File: src/rtl/cpu_types_pkg.sv
// Shared CPU types: the machine word and the MEM-stage access controller states.
package cpu_types_pkg;

  typedef logic [31:0] word_t;

  typedef enum logic [1:0] {
    IDLE   = 2'd0,
    WAIT   = 2'd1,
    HALTED = 2'd2
  } memctrl_state_t;

endpackage

File: src/rtl/mem_access_ctrl_if.sv
// Data-cache bus between the MEM-stage controller (master) and the cache (slave),
// including the coherence invalidate snoop.
interface mem_access_ctrl_if;
  import cpu_types_pkg::*;

  logic  dmemREN;
  logic  dmemWEN;
  word_t dmemaddr;
  word_t dmemstore;
  logic  dhit;
  word_t dmemload;
  logic  ccinv;
  word_t ccsnoopaddr;

  modport master (
    output dmemREN, dmemWEN, dmemaddr, dmemstore,
    input  dhit, dmemload, ccinv, ccsnoopaddr
  );

  modport slave (
    input  dmemREN, dmemWEN, dmemaddr, dmemstore,
    output dhit, dmemload, ccinv, ccsnoopaddr
  );
endinterface

File: src/rtl/ll_sc_link.sv
// LL/SC link register: remembers the word address of the last completed LL and
// decides whether an SC in MEM may proceed.
module ll_sc_link
  import cpu_types_pkg::*;
#(
  parameter int ADDR_LSB = 2
) (
  input  logic  clk_i,
  input  logic  rst_i,
  input  logic  ll_done_i,
  input  logic  sc_done_i,
  input  logic  sc_mem_i,
  input  word_t daddr_i,
  input  logic  ccinv_i,
  input  word_t ccsnoopaddr_i,
  output logic  sc_fail_o
);
  localparam int AW = 32 - ADDR_LSB;

  logic          link_valid_q;
  logic [AW-1:0] link_addr_q;
  logic [AW-1:0] daddr_w;
  logic [AW-1:0] snoop_w;
  logic          inv_hit;
  logic          unused_lsb;

  assign daddr_w    = daddr_i[31:ADDR_LSB];
  assign snoop_w    = ccsnoopaddr_i[31:ADDR_LSB];
  assign unused_lsb = ^{daddr_i, ccsnoopaddr_i};

  assign inv_hit   = ccinv_i & (snoop_w == link_addr_q);
  assign sc_fail_o = sc_mem_i & ~(link_valid_q & (daddr_w == link_addr_q) & ~inv_hit);

  // A snoop hit is applied last so it beats a same-cycle LL completion.
  always_ff @(posedge clk_i) begin
    if (rst_i) begin
      link_valid_q <= 1'b0;
      link_addr_q  <= '0;
    end else begin
      if (ll_done_i) begin
        link_valid_q <= 1'b1;
        link_addr_q  <= daddr_w;
      end
      if (sc_done_i || inv_hit) link_valid_q <= 1'b0;
    end
  end

endmodule

File: src/rtl/mem_access_ctrl.sv
// MEM-stage data-memory access controller: issues cache requests, stalls the
// pipeline on misses, muxes load / SC results and latches a sticky HALT.
module mem_access_ctrl
  import cpu_types_pkg::*;
#(
  parameter int ADDR_LSB = 2
) (
  input  logic               CLK,
  input  logic               RST,
  input  logic               valid_mem,
  input  logic               dREN_mem,
  input  logic               dWEN_mem,
  input  logic               ll_mem,
  input  logic               sc_mem,
  input  logic               halt_mem,
  input  word_t              daddr_mem,
  input  word_t              dstore_mem,
  mem_access_ctrl_if.master  dbus,
  output logic               mem_stall,
  output logic               enable_memwb,
  output word_t              dmemload_out,
  output logic               halt_out
);

  memctrl_state_t state_q, state_d, st_cur;
  logic vld, is_mem, active, req, sc_fail, ll_done, sc_done;

  // During reset the block behaves as an idle stage holding a bubble.
  assign st_cur = RST ? IDLE : state_q;
  assign vld    = valid_mem & ~RST;
  assign active = (st_cur != HALTED);
  assign is_mem = vld & (dREN_mem | dWEN_mem);
  assign req    = is_mem & active & ~sc_fail;

  assign dbus.dmemREN   = req & dREN_mem;
  assign dbus.dmemWEN   = req & dWEN_mem;
  assign dbus.dmemaddr  = daddr_mem;
  assign dbus.dmemstore = dstore_mem;

  assign ll_done = req & ll_mem & dbus.dhit;
  assign sc_done = vld & active & sc_mem & (dbus.dhit | sc_fail);

  ll_sc_link #(.ADDR_LSB(ADDR_LSB)) u_link (
    .clk_i         (CLK),
    .rst_i         (RST),
    .ll_done_i     (ll_done),
    .sc_done_i     (sc_done),
    .sc_mem_i      (sc_mem),
    .daddr_i       (daddr_mem),
    .ccinv_i       (dbus.ccinv),
    .ccsnoopaddr_i (dbus.ccsnoopaddr),
    .sc_fail_o     (sc_fail)
  );

  always_comb begin
    state_d      = st_cur;
    mem_stall    = 1'b0;
    enable_memwb = 1'b0;
    unique case (st_cur)
      IDLE: begin
        if (req && !dbus.dhit) begin
          state_d   = WAIT;
          mem_stall = 1'b1;
        end else begin
          enable_memwb = 1'b1;
          if (vld && halt_mem && !is_mem) state_d = HALTED;
        end
      end
      WAIT: begin
        // A snoop can kill a waiting SC; that also retires the instruction.
        if (req && !dbus.dhit) begin
          mem_stall = 1'b1;
        end else begin
          enable_memwb = 1'b1;
          state_d      = IDLE;
        end
      end
      HALTED: mem_stall = 1'b1;
      default: state_d = IDLE;
    endcase
  end

  always_comb begin
    dmemload_out = '0;
    if (vld && active && sc_mem) dmemload_out = {31'b0, ~sc_fail};
    else if (vld && active && dREN_mem) dmemload_out = dbus.dmemload;
  end

  assign halt_out = (st_cur == HALTED);

  always_ff @(posedge CLK) begin
    if (RST) state_q <= IDLE;
    else     state_q <= state_d;
  end

endmodule

File: src/flat_wrapper.sv
// flat-port wrapper written by rule: the top's interface ports become plain ports
module mem_access_ctrl_flat import cpu_types_pkg::*;
#(
  parameter int ADDR_LSB = 2
)
  (CLK, RST, valid_mem, dREN_mem, dWEN_mem, ll_mem, sc_mem, halt_mem, daddr_mem, dstore_mem, mem_stall, enable_memwb, dmemload_out, halt_out, dbus_dmemREN, dbus_dmemWEN, dbus_dmemaddr, dbus_dmemstore, dbus_dhit, dbus_dmemload, dbus_ccinv, dbus_ccsnoopaddr);
  mem_access_ctrl_if dbus_i ();
  input  logic CLK;
  input  logic RST;
  input  logic valid_mem;
  input  logic dREN_mem;
  input  logic dWEN_mem;
  input  logic ll_mem;
  input  logic sc_mem;
  input  logic halt_mem;
  input  word_t daddr_mem;
  input  word_t dstore_mem;
  output logic mem_stall;
  output logic enable_memwb;
  output word_t dmemload_out;
  output logic halt_out;
  output wire logic [$bits(dbus_i.dmemREN)-1:0] dbus_dmemREN;
  output wire logic [$bits(dbus_i.dmemWEN)-1:0] dbus_dmemWEN;
  output wire logic [$bits(dbus_i.dmemaddr)-1:0] dbus_dmemaddr;
  output wire logic [$bits(dbus_i.dmemstore)-1:0] dbus_dmemstore;
  input wire logic [$bits(dbus_i.dhit)-1:0] dbus_dhit;
  input wire logic [$bits(dbus_i.dmemload)-1:0] dbus_dmemload;
  input wire logic [$bits(dbus_i.ccinv)-1:0] dbus_ccinv;
  input wire logic [$bits(dbus_i.ccsnoopaddr)-1:0] dbus_ccsnoopaddr;
  assign dbus_dmemREN = dbus_i.dmemREN;
  assign dbus_dmemWEN = dbus_i.dmemWEN;
  assign dbus_dmemaddr = dbus_i.dmemaddr;
  assign dbus_dmemstore = dbus_i.dmemstore;
  assign dbus_i.dhit = dbus_dhit;
  assign dbus_i.dmemload = dbus_dmemload;
  assign dbus_i.ccinv = dbus_ccinv;
  assign dbus_i.ccsnoopaddr = dbus_ccsnoopaddr;
  mem_access_ctrl #(.ADDR_LSB(ADDR_LSB)) u_core (.CLK(CLK), .RST(RST), .valid_mem(valid_mem), .dREN_mem(dREN_mem), .dWEN_mem(dWEN_mem), .ll_mem(ll_mem), .sc_mem(sc_mem), .halt_mem(halt_mem), .daddr_mem(daddr_mem), .dstore_mem(dstore_mem), .dbus(dbus_i), .mem_stall(mem_stall), .enable_memwb(enable_memwb), .dmemload_out(dmemload_out), .halt_out(halt_out));
endmodule
File: config.mk
export PLATFORM = sky130hd
export DESIGN_NAME = mem_access_ctrl_flat
export DESIGN_NICKNAME = d
export VERILOG_FILES = /design/src/rtl/cpu_types_pkg.sv /design/src/rtl/mem_access_ctrl_if.sv /design/src/rtl/ll_sc_link.sv /design/src/rtl/mem_access_ctrl.sv /design/src/flat_wrapper.sv
export SDC_FILE = /design/constraint.sdc
export NUM_CORES = 1
export LEC_CHECK = 0
export ABC_AREA = 1
export CORE_AREA = 2 2 81 114
export CTS_CLUSTER_DIAMETER = 80
export DETAILED_ROUTE_END_ITERATION = 16
export DIE_AREA = 0 0 83 116
export PLACE_DENSITY = 0.84
export RECOVER_POWER = 25
export SLEW_MARGIN = 20
export SYNTH_ARGS = -nofsm -noshare
export SYNTH_HDL_FRONTEND = slang
export SYNTH_HIERARCHICAL = 1
export SYNTH_SLANG_ARGS = --single-unit
File: constraint.sdc
create_clock -name CLK -period 3.5 [get_ports CLK]
set_input_delay 0.35 -clock CLK [delete_from_list [all_inputs] [get_ports CLK]]
set_output_delay 0.35 -clock CLK [all_outputs]
set_load 0.01 [all_outputs]
## After elaboration in Yosys (flattened, before gate mapping)

Cells that the tools add are included.

| operators by class | value |
|---|---|
| reductions and logical operators | 12 |
| bitwise gates (word level) | 21 |
| equal/unequal tests | 5 |
| mux-type cells | 11 |

Operators with widths:

| cell | number |
|---|---|
| $mux W32 | 2 |
| $eq A30 B30 Y1 | 2 |
| $and A1 B1 Y1 | 15 |
| $mux W2 | 4 |
| $logic_and A1 B1 Y1 | 6 |
| $pmux W2 S3 | 1 |
| $not A1 Y1 | 4 |
| $reduce_or A2 Y1 | 2 |
| $mux W1 | 3 |
| $eq A2 B1 Y1 const B | 1 |
| $eq A2 B2 Y1 const B | 1 |
| $logic_not A1 Y1 | 2 |
| $logic_not A2 Y1 | 1 |
| $ne A2 B2 Y1 const B | 1 |
| $or A1 B1 Y1 | 2 |
| $pmux W1 S2 | 1 |
| $logic_or A1 B1 Y1 | 1 |

| storage, ports and cells | value |
|---|---|
| word-level logic and storage cells | 52 |
| register bits | 33 |

## Longest topological paths before layout

| logic depth | value |
|---|---|
| depth in word-level cells | 11 |
| depth in mapped cells | 18 |
| mapped depth without buffers | 16 |

## Cells and area by module

Netlist, hierarchy kept.

By module, submodules not included:

| module | cells an instance | times used | seq. area each (um2) | area each (um2) |
|---|---|---|---|---|
| ll_sc_link | 394 | 1 | 620.6 | 2144.6 |
| mem_access_ctrl | 164 | 1 | 40.0 | 1052.3 |

## Worst setup path before layout

No wires, ideal clock.

| timing | value |
|---|---|
| kind | reg-to-reg |
| from | register u_core.u_link.link_addr_q[13] |
| to | register u_core.u_link.link_addr_q[18] |
| arrival | 1.762 ns |
| path buffers | 2 |
| slack | 1.622 ns |
| setup time | 0.116 ns |
| period minus slack after synthesis | 1.878 ns |
| required time | 3.384 ns |
| stages on the path, launching flop included | 18 |
| cells stage by stage | dfxtp_1 > inv_2 > nand2_1 > nand2_1 > inv_2 > nand2_1 > nor2_1 > nand2_1 > nor2_2 > nand2_1 > a21oi_1 > inv_1 > nand3_1 > nor2_1 > buf_2 > clkbuf_1 > o21ai_0 > nor2_1 |

| between the ends | value |
|---|---|
| longest elaborated chain between the ends | 10 |

RTL lines:

| item | RTL line | source |
|---|---|---|
| from (decl) | ll_sc_link.sv:21 | `logic [AW-1:0] link_addr_q;` |
| from (signal assigned) | ll_sc_link.sv:42 | `link_addr_q <= daddr_w;` |
| $eq A30 B30 Y1 | ll_sc_link.sv:31 | `assign inv_hit = ccinv_i & (snoop_w == link_addr_q);` |
| $and A1 B1 Y1 | ll_sc_link.sv:31 |  |
| $not A1 Y1 | ll_sc_link.sv:32 | `assign sc_fail_o = sc_mem_i & ~(link_valid_q & (daddr_w == link_addr_q) & ~inv_hit);` |
| $and A1 B1 Y1 (*) | ll_sc_link.sv:32 |  |
| $not A1 Y1 (*) | ll_sc_link.sv:32 |  |
| $and A1 B1 Y1 (*) | ll_sc_link.sv:32 |  |
| net u_core.sc_fail | mem_access_ctrl.sv:26 | `logic vld, is_mem, active, req, sc_fail, ll_done, sc_done;` |
| $not A1 Y1 (*) | mem_access_ctrl.sv:33 | `assign req = is_mem & active & ~sc_fail;` |
| $and A1 B1 Y1 (*) | mem_access_ctrl.sv:33 |  |
| $and A1 B1 Y1 (*) (2 in a row) | mem_access_ctrl.sv:40 | `assign ll_done = req & ll_mem & dbus.dhit;` |
| net u_core.ll_done | mem_access_ctrl.sv:26 |  |

Mark *: on every way through the listed nets, which the timed path passes. The rest lies on a longest branch.
A chain may end at the register's enable or synchronous reset.

## Worst setup path in the final report

| timing | value |
|---|---|
| from | input port daddr_mem[17] |
| to | output port mem_stall |

| between the ends | value |
|---|---|
| longest elaborated chain between the ends | 10 |

RTL lines:

| item | RTL line | source |
|---|---|---|
| from (decl) | flat_wrapper.sv:16 | `input word_t daddr_mem;` |
| $eq A30 B30 Y1 | ll_sc_link.sv:32 |  |
| $and A1 B1 Y1 (2 in a row) | ll_sc_link.sv:32 |  |
| $not A1 Y1 | ll_sc_link.sv:32 |  |
| $and A1 B1 Y1 | ll_sc_link.sv:32 |  |
| net u_core.sc_fail | mem_access_ctrl.sv:26 |  |
| $not A1 Y1 | mem_access_ctrl.sv:33 |  |
| $and A1 B1 Y1 | mem_access_ctrl.sv:33 |  |
| $logic_and A1 B1 Y1 | mem_access_ctrl.sv:61, mem_access_ctrl.sv:71 |  |
| $mux W1 | mem_access_ctrl.sv:61, mem_access_ctrl.sv:71 |  |
| $pmux W1 S2 | mem_access_ctrl.sv:59 | `unique case (st_cur)` |
| to (decl) | flat_wrapper.sv:18 | `output logic mem_stall;` |

The timed path passes the listed nets, and every way through them passes these cells.

==> results.sh <==
export IMPL_status="completed"
export IMPL_syn_area_um2=3200
export IMPL_synth_edf_count=0
export IMPL_nNetsFinal=798
export IMPL_period_needed_ns=3.07
export IMPL_die_height_um=116
export IMPL_antenna_cells=0
export IMPL_p_per_area_nw_per_um2=266
export IMPL_synth_nets=696
export IMPL_async_reset_ff_share_pct=0
export IMPL_clk_latency_ns=0.28
export IMPL_required_ns=3.15
export IMPL_area_growth_pct=45.7
export IMPL_grt_overflow=0
export IMPL_cp_arrival_ns=2.72
export IMPL_worstSetupStartpointType="input pin"
export IMPL_worst_pin_slew_ns=0.909
export IMPL_grtUsageMet1_pct=21.8
export IMPL_tritoncts="built"
export IMPL_clock_path_buffers=2
export IMPL_initial_utilization_pct=37.4
export IMPL_grtUsageMet3_pct=13.0
export IMPL_wl_um=11400
export IMPL_synth_warnings=6
export IMPL_critPathMaxFanout=3
export IMPL_antenna_found_initial=0
export IMPL_row_count=40
export IMPL_drive_gt1_share_pct=10.1
export IMPL_die_area_um2=9630
export IMPL_hold_path_class="reg2reg"
export IMPL_grt_usage_pct=22.6
export IMPL_max_freq_mhz=326
export IMPL_finalHoldViolations=0
export IMPL_worst_slack_ns=0.430
export IMPL_routabilityCongestion=0.840
export IMPL_drt_pass1_iter_count=4
export IMPL_cts_sinks=33
export IMPL_yosys_register_bits=33
export IMPL_synth_cells=558
export IMPL_vias_per_cell=4.51
export IMPL_maxSlewHeadroom_pct=39.3
export IMPL_setup_viol=0
export IMPL_dp_slack_ns=0.430
export IMPL_drtIter0Drc=157
export IMPL_period_share_pct=87.7
export IMPL_peakVddDrop_v=0.000196
export IMPL_syn_area_per_cell_um2=5.73
export IMPL_detail_route_antenna_nets=0
export IMPL_synthFlopType="dfxtp_1"
export IMPL_cts_root_buf="clkbuf_16"
export IMPL_htreeDepth=2
export IMPL_crit_path_end_kind="primary output"
export IMPL_io_pins=239
export IMPL_slew_violations=0
export IMPL_skew_ns=0.00673
export IMPL_clkTransAtPathRegs_ns=0.05
export IMPL_grt_busiest_layer="met2"
export IMPL_stdcell_count=766
export IMPL_dp_hpwl_um=9460
export IMPL_power_leakage_uw=0.00222
export IMPL_grt_pass1_vias=3227
export IMPL_port_buffers=168
export IMPL_wl_per_cell_um=14.9
export IMPL_rsz0062_at_grt="no"
export IMPL_yosys_cell_types_count=25
export IMPL_final_setup_tns_ns=0
export IMPL_coreArea_um2=8560
export IMPL_numCtsBuffers=5
export IMPL_grt_use_met2_pct=40.5
export IMPL_grt_pass1_wl_um=16800
export IMPL_die_w_um=83
export IMPL_cts_hold_buffers=0
export IMPL_vias=3454
export IMPL_cts_resized=0
export IMPL_drc=0
export IMPL_path_class="in2out"
export IMPL_grt_start_max_net_pins=46
export IMPL_cts_setup_buffers=0
export IMPL_ys_seq_area_share_pct=20.7
export IMPL_place_inst=758
export IMPL_cap_violations=0
-- synth_stat cells (2+ instances only) --
cell,count,area (um2)
inv_1,103,387
buf_2,2,10.0
inv_2,18,67.6
a21oi_1,26,130
dfxtp_1,33,661
clkbuf_1,7,26.3
nand4_1,7,43.8
o21ai_0,37,185
clkinv_1,2,7.51
nand3_1,3,15.0
nor2_4,4,45.0
nor2_1,61,229
xnor2_1,8,70.1
nand2_1,143,537
buf_4,64,480
nor2_2,29,181
buf_6,3,33.8
-- worst paths after layout --
check / start / to / slack, ns / cells after the start
max reg2reg: u_core/u_link/link_addr_q[10] / u_core/u_link/link_addr_q[3] / 1.08 / 13
min reg2reg: u_core/u_link/link_addr_q[3] / u_core/u_link/link_addr_q[3] / 0.50 / 2
min: u_core/u_link/link_addr_q[3] / u_core/u_link/link_addr_q[3] / 0.50 / 2
max: daddr_mem[17] / mem_stall / 0.43 / 14
-- registers in the layout (all words and copies together) (netlist names) --
register / cells
u_core/state_q: 2
u_core/u_link/link_addr_q: 30
u_core/u_link/link_valid_q: 1
-- critical path: stages --
cell and delay [ns]:
clkdlybuf4s50_1 0.51, inv_1 0.07, nand2_1 0.05, nand2_1 0.04, nor2_1 0.15, nand2_1 0.07
nor2_1 0.13, nand2_1 0.07, nor2_1 0.10, a21oi_1 0.11, nor2_1 0.16, nand3_1 0.15
o21ai_0 0.20, clkdlybuf4s50_1 0.56
-- cells in the final DEF (no fill, tap or decap) --
cell | netlist | routed
a21oi_1 | 26 | 26
buf_4 | 64 | 3
bufinv_16 | 0 | 1
clkbuf_1 | 7 | 1
clkbuf_16 | 0 | 5
clkbuf_8 | 0 | 1
clkdlybuf4s50_1 | 0 | 168
clkinv_1 | 2 | 2
dfxtp_1 | 33 | 33
inv_1 | 103 | 103
inv_2 | 18 | 18
nand2_1 | 143 | 143
nand2_2 | 1 | 1
nand3_1 | 3 | 3
nand3_2 | 1 | 1
nand3_4 | 1 | 1
nand4_1 | 7 | 7
nand4_2 | 1 | 1
nand4_4 | 1 | 1
nor2_1 | 61 | 60
nor2_2 | 29 | 30
nor2_4 | 4 | 4
nor4_1 | 1 | 1
o21ai_0 | 37 | 37
o21ai_1 | 1 | 1
xnor2_1 | 8 | 8
xor2_1 | 1 | 1
-- metal layers --
metal | up-vias | part of all wire [%]
li1 | 1782 | -
met1 | 1473 | 35
met2 | 173 | 49
met3 | 26 | 14
met4 | 0 | 1.9
met5 | - | 0
-- cells by family (layout without fill, tap and decap cells) --
| kind of cell | Yosys count | after routing | synth area share, % |
|---|---|---|---|
| compound gates | 64 | 64 | 10.0 |
| xor+xnor | 9 | 9 | 2.47 |
| simple gates | 253 | 253 | 35.2 |
| flops | 33 | 33 | 20.7 |
| buf+inv | 199 | 302 | 31.7 |
-- through the flow --
stage	utilization, %	hold WS, ns	instance area [um2]	power [uW]
2_1_floorplan	-	0.460	3200	578
3_3_place_gp	52.4	0.472	4480	720
3_5_place_dp	52.4	0.489	4480	723
4_1_cts	54.4	0.497	4660	1250
5_1_grt	54.4	0.524	4660	1290
6_report	54.4	0.497	4660	1240
-- area by class of cell --
cell class / count / area (um2)
Sequential cell: 33 / 661
Tap cell: 105 / 131
Timing Repair Buffer: 171 / 1700
Clock inverter: 1 / 30.0
Inverter: 123 / 462
Fill cell: 874 / 3900
Multi-Input combinational cell: 326 / 1530
Clock buffer: 7 / 143
-- power breakdown --
| part | total [uW] | switching, uW | internal (uW) |
|---|---|---|---|
| clock | 522 | 166 | 356 |
| combinational | 325 | 141 | 184 |
| sequential | 390 | 7.00 | 383 |
| total | 1240 | 314 | 923 |
Power figures use the tool's default switching activity.
